File: config.mk
export PLATFORM = sky130hd
export DESIGN_NAME = trdb_priority_seq
export DESIGN_NICKNAME = d
export VERILOG_FILES = /design/src/rtl/trdb_pkg.sv /design/src/rtl/trdb_resync_cnt.sv /design/src/rtl/trdb_priority_seq.sv
export SDC_FILE = /design/constraint.sdc
export NUM_CORES = 1
export LEC_CHECK = 0
export ABC_AREA = 1
export CAP_MARGIN = 20
export CORE_ASPECT_RATIO = 1.75
export CORE_MARGIN = 4
export CORE_UTILIZATION = 35
export CTS_BUF_LIST = sky130_fd_sc_hd__clkbuf_16
export CTS_CLUSTER_SIZE = 20
export DETAILED_ROUTE_END_ITERATION = 7
export GPL_TIMING_DRIVEN = 0
export MAX_ROUTING_LAYER = met4
export SYNTH_ARGS = -nofsm -noshare
export SYNTH_HDL_FRONTEND = slang
export SYNTH_SLANG_ARGS = --single-unit
File: constraint.sdc
create_clock -name clk_i -period 2.52 [get_ports clk_i]
set_input_delay 0.252 -clock clk_i [delete_from_list [all_inputs] [get_ports clk_i]]
set_output_delay 0.252 -clock clk_i [all_outputs]
set_load 0.01 [all_outputs]
File: src/rtl/trdb_pkg.sv
// Shared packet format/subformat types for the trace encoder.
// Encodings follow the trace packet header fields.
package trdb_pkg;

    typedef enum logic [1:0] {
        F_BRANCH_DIFF = 2'h0,
        F_BRANCH_FULL = 2'h1,
        F_ADDR_ONLY   = 2'h2,
        F_SYNC        = 2'h3
    } trdb_format_t;

    typedef enum logic [1:0] {
        SF_START     = 2'h0,
        SF_EXCEPTION = 2'h1,
        SF_CONTEXT   = 2'h2,
        SF_UNDEF     = 2'h3
    } trdb_subformat_t;

endpackage

File: src/rtl/trdb_resync_cnt.sv
// Counts accepted instructions since the last sync packet and raises
// a sticky resync request once the threshold is reached.
module trdb_resync_cnt #(
    parameter int unsigned RESYNC_MAX = 256
) (
    input  logic clk_i,
    input  logic rst_i,
    input  logic tick_i,
    input  logic clear_i,
    output logic pend_o
);

    localparam int unsigned W = $clog2(RESYNC_MAX);
    localparam logic [W-1:0] LAST = W'(RESYNC_MAX - 1);

    logic [W-1:0] r_cnt;
    logic         r_pend;
    logic [W-1:0] w_next;

    assign w_next = r_cnt + 1'b1;
    assign pend_o = r_pend;

    // Saturates at LAST: once pending, further ticks are ignored
    always_ff @(posedge clk_i) begin
        if (rst_i) begin
            r_cnt  <= '0;
            r_pend <= 1'b0;
        end else if (clear_i) begin
            r_cnt  <= '0;
            r_pend <= 1'b0;
        end else if (tick_i && !r_pend) begin
            r_cnt <= w_next;
            if (w_next == LAST) begin
                r_pend <= 1'b1;
            end
        end
    end

endmodule

File: src/rtl/trdb_priority_seq.sv
// Registered packet-priority decoder with resync, exception-sync
// suppression, branch-map full detection and valid/ready output.
module trdb_priority_seq
    import trdb_pkg::*;
#(
    parameter int unsigned BRANCH_MAP_LEN = 31,
    parameter int unsigned RESYNC_MAX     = 256,
    localparam int unsigned CNT_W         = $clog2(BRANCH_MAP_LEN + 1)
) (
    input  logic            clk_i,
    input  logic            rst_i,
    input  logic            valid_i,
    input  logic            lc_exception_i,
    input  logic            tc_first_qualified_i,
    input  logic            tc_unhalted_i,
    input  logic            tc_privchange_i,
    input  logic            tc_context_change_i,
    input  logic            lc_u_discontinuity_i,
    input  logic            nc_halt_i,
    input  logic            nc_exception_i,
    input  logic            nc_privchange_i,
    input  logic            nc_unqualified_i,
    input  logic [CNT_W-1:0] branch_map_cnt_i,
    input  logic            ready_i,
    output logic            valid_o,
    output trdb_format_t    packet_format_o,
    output trdb_subformat_t packet_subformat_o,
    output logic            stall_o,
    output logic            overflow_o
);

    logic            r_valid;
    trdb_format_t    r_fmt;
    trdb_subformat_t r_sf;
    logic            r_ovf;
    logic            r_ex_sync;

    logic            w_stall;
    logic            w_accept;
    logic            w_map;
    logic            w_full;
    logic            w_start;
    logic            w_nc;
    logic            w_pend;
    logic            w_emit;
    logic            w_sync;
    trdb_format_t    w_fmt;
    trdb_subformat_t w_sf;

    assign w_stall  = r_valid & ~ready_i;
    assign w_accept = valid_i & ~w_stall;
    assign w_map    = (branch_map_cnt_i != '0);
    assign w_full   = (branch_map_cnt_i == CNT_W'(BRANCH_MAP_LEN));
    assign w_start  = (tc_first_qualified_i | tc_unhalted_i | tc_privchange_i)
                    & ~r_ex_sync;
    assign w_nc     = nc_halt_i | nc_exception_i
                    | nc_privchange_i | nc_unqualified_i;
    assign w_sync   = w_emit & (w_fmt == F_SYNC);

    always_comb begin
        w_emit = 1'b0;
        w_fmt  = F_ADDR_ONLY;
        w_sf   = SF_UNDEF;
        priority case (1'b1)
            lc_exception_i: begin
                w_emit = 1'b1;
                w_fmt  = F_SYNC;
                w_sf   = SF_EXCEPTION;
            end
            w_start: begin
                w_emit = 1'b1;
                w_fmt  = F_SYNC;
                w_sf   = SF_START;
            end
            lc_u_discontinuity_i: begin
                w_emit = 1'b1;
                w_fmt  = w_map ? F_BRANCH_FULL : F_ADDR_ONLY;
            end
            // With branches queued, flush them first and keep the resync pending
            w_pend: begin
                w_emit = 1'b1;
                w_fmt  = w_map ? F_BRANCH_FULL : F_SYNC;
                w_sf   = w_map ? SF_UNDEF : SF_START;
            end
            w_nc: begin
                w_emit = 1'b1;
                w_fmt  = w_map ? F_BRANCH_FULL : F_ADDR_ONLY;
            end
            w_full: begin
                w_emit = 1'b1;
                w_fmt  = F_BRANCH_FULL;
            end
            tc_context_change_i: begin
                w_emit = 1'b1;
                w_fmt  = F_SYNC;
                w_sf   = SF_CONTEXT;
            end
            default: begin
                w_emit = 1'b0;
            end
        endcase
    end

    trdb_resync_cnt #(
        .RESYNC_MAX(RESYNC_MAX)
    ) u_resync (
        .clk_i  (clk_i),
        .rst_i  (rst_i),
        .tick_i (w_accept),
        .clear_i(w_accept & w_sync),
        .pend_o (w_pend)
    );

    always_ff @(posedge clk_i) begin
        if (rst_i) begin
            r_ex_sync <= 1'b0;
        end else if (w_accept) begin
            r_ex_sync <= lc_exception_i;
        end
    end

    always_ff @(posedge clk_i) begin
        if (rst_i) begin
            r_valid <= 1'b0;
            r_fmt   <= F_ADDR_ONLY;
            r_sf    <= SF_UNDEF;
            r_ovf   <= 1'b0;
        end else begin
            if (valid_i && w_stall) begin
                r_ovf <= 1'b1;
            end
            if (w_accept && w_emit) begin
                r_valid <= 1'b1;
                r_fmt   <= w_fmt;
                r_sf    <= w_sf;
            end else if (ready_i) begin
                r_valid <= 1'b0;
            end
        end
    end

    assign valid_o            = r_valid;
    assign packet_format_o    = r_fmt;
    assign packet_subformat_o = r_sf;
    assign stall_o            = w_stall;
    assign overflow_o         = r_ovf;

endmodule

==> flow_metrics.py <==
metrics = {
    "power_and_ir_drop": {
        "p_leak_nw": 0.621,
        "power_density_nw_per_um2": 497,
        "finalPower_mw": 0.695,
        "vdd_ir_drop_max_v": 0.000474,
    },
    "sta": {
        "worstMarginPinSlew_ps": 279,
        "max_freq_mhz": 612,
        "final-hold-violation-count": 0,
        "rsz0062_at_grt": "no",
        "slew-limit-headroom": 0.813,
        "holdWs_ps": 452,
        "finalCriticalPeriod_ps": 1630,
        "skew_ps": 5.18,
        "setup_violations": 0,
        "setup_tns_ps": 0,
        "drv_slew": 0,
        "timing.final.crit_share": 0.649,
    },
    "floorplanning": {
        "core_area_um2": 2780,
        "die_height_um": 80.1,
        "dieArea_um2": 3940,
        "die_w_um": 49.2,
        "io_pins": 26,
        "rows": 25,
        "start_util": 0.373,
    },
    "placement": {
        "dp_hpwl_um": 2090,
        "globalplace.congestion": 0.797,
        "portBuffers": 25,
        "dp_cells": 217,
        "placed_area_um2": 1320,
    },
    "global_route": {
        "grt_max_degree": 11,
        "grt_pass1_vias": 1043,
        "groute.usage.overall": 0.147,
        "overflow": 0,
        "antenna_found_initial": 0,
        "grt_pass1_wl_um": 4370,
    },
    "logic_synthesis": {
        "syn_nets": 186,
        "synth_top_area_frac": 0.308,
        "yosys_warnings": 0,
        "syn_inst": 165,
        "avgSynthCellArea_um2": 6.30,
        "synthTopCellsByArea": "dfxtp_1 (31%), nand2_1 (14%), inv_1 (11%)",
        "yosys.area.top_type": "dfxtp_1",
        "synth_area_um2": 1040,
        "yosysSeqAreaShare": 0.308,
        "ys_types": 24,
        "synth-seq-cells": 16,
    },
    "layout": {
        "layout_commonest_cell": "nand2_1",
        "fin_nets": 216,
        "drive_above_1_share": 0.109,
        "layout_common_cells": "nand2_1 (38), inv_1 (30), clkdlybuf4s50_1 (25)",
        "n_antenna_cell": 0,
        "final_cells": 220,
        "syn_to_final_growth_pct": 34.5,
        "design_area_um2": 1400,
    },
    "drt": {
        "drt-total-wl_um": 2620,
        "first_iter_violations": 9,
        "detail-route-antenna-nets": 0,
        "route.detailed.drc": 0,
        "drtPass1Iterations": 4,
        "wire_per_inst_um": 11.9,
        "viasPerCell": 4.74,
        "vias": 1043,
    },
    "min_path": {
        "hp-class": "flip-flop to flip-flop",
        "hold-path-cell-count": 2,
    },
    "cts": {
        "insertion_delay_ps": 250,
        "cts_setup_buffers": 0,
        "cts_made_buffers": 3,
        "clock_path_buffers": 2,
        "htree_num_levels": 1,
        "clk_pin_slew_ps": 40,
        "holdBufCountCts": 0,
        "cts_tree": "built",
        "ctsRootBufferMaster": "clkbuf_16",
        "clock_sinks": 16,
        "cts_resized": 0,
    },
    "worst_setup_path": {
        "cp.required_ps": 2270,
        "end_kind": "output port",
        "critPathLaunchType": "input port",
        "timing.reg2reg.setup_slack_ps": 1030,
        "rr_worst_depth": 9,
        "reg2reg_from": "u_resync.r_cnt[0]$_SDFFE_PP0P_",
        "r2r_end": "u_resync.pend_o$_SDFFE_PP0P_",
        "crit_type": "input port to output port",
        "critPathArrivalTime_ps": 1380,
        "cp_max_fo": 3,
        "crit_path_start": "ready_i",
        "critPathCapture": "stall_o",
    },
    "run_status": {
        "status": "finished, final reports clean",
    },
    "flow_run": {
        "cap_viol_max_count": 0,
    },
}
state kept, by name (all words and copies together), names as in the netlist:
| register | cells |
|---|---|
| overflow_o | 1 |
| packet_format_o | 2 |
| packet_subformat_o | 2 |
| r_ex_sync | 1 |
| u_resync.pend_o | 1 |
| u_resync.r_cnt | 8 |
| valid_o | 1 |
per-stage QoR:
step | setup slack (ps) | util
after floorplan | 1200 | -
after global routing | 724 | 0.502
after detailed placement | 642 | 0.476
final | 885 | 0.502
after CTS | 876 | 0.502
after global placement | 714 | 0.476
layout make-up:
class | count | area (um^2)
fill | 287 | 1390
buffer | 1 | 11.3
inverter | 31 | 116
sequential | 16 | 320
multi-input combinational | 117 | 592
clock buffer | 3 | 75.1
timing repair buffer | 25 | 250
tap | 27 | 33.8
layer usage:
metal,part of all wire,GRT usage,routed length (um)
met1,0.37,0.134,957
met5,0,-,0
met4,0.021,0.0855,56
met2,0.56,0.276,1470
met3,0.053,0.0315,138
cells in the mapped netlist:
cell type and number:
a211oi_1 1, a21oi_1 7, a21oi_2 1, buf_6 1, dfxtp_1 16, ha_1 2, inv_1 30, inv_2 1
nand2_1 38, nand2_2 4, nand2_4 1, nand3_1 21, nand3_2 1, nand3b_1 1, nand4_1 2, nand4_4 1
nor2_1 24, nor2_2 5, nor2_4 1, nor3_2 1, o21a_1 1, o21ai_0 3, or2_2 1, xor2_1 1
cells by family (layout without fill, tap and decap cells):
kind of cell,count (synthesis),after routing,synth area share
adders and majority gates,2,2,0.0241
and+or+nand+nor,101,101,0.466
DFF,16,16,0.308
AOI/OAI and AO/OA,13,13,0.0710
buffers and inverters,32,60,0.123
xor gates and xnor gates,1,1,0.00843
report_power, final:
group          internal, mW  total [mW]  switching, mW
registers             0.264       0.272        0.00745
clock network         0.208       0.304         0.0959
logic                0.0609       0.120         0.0588
total                 0.533       0.695          0.162
worst min-delay path by stage:
| stage | from | to | slack (ps) |
|---|---|---|---|
| finish | overflow_o$_SDFFE_PP0P_ | overflow_o$_SDFFE_PP0P_ | 450 |
| global route | overflow_o$_SDFFE_PP0P_ | overflow_o$_SDFFE_PP0P_ | 490 |
| CTS | overflow_o$_SDFFE_PP0P_ | overflow_o$_SDFFE_PP0P_ | 460 |
| detailed placement | packet_format_o[1]$_SDFFE_PP1P_ | packet_format_o[1]$_SDFFE_PP1P_ | 450 |
| global placement | overflow_o$_SDFFE_PP0P_ | overflow_o$_SDFFE_PP0P_ | 440 |
| floorplan | rst_i | packet_format_o[0]$_SDFFE_PP0P_ | 310 |
worst max-delay path: stages:
cell and delay [ps]:
clkdlybuf4s50_1 390, inv_1 60, nand2_2 60, inv_1 70
clkdlybuf4s50_1 540
Note: power is estimated with default switching activity, not from simulation.
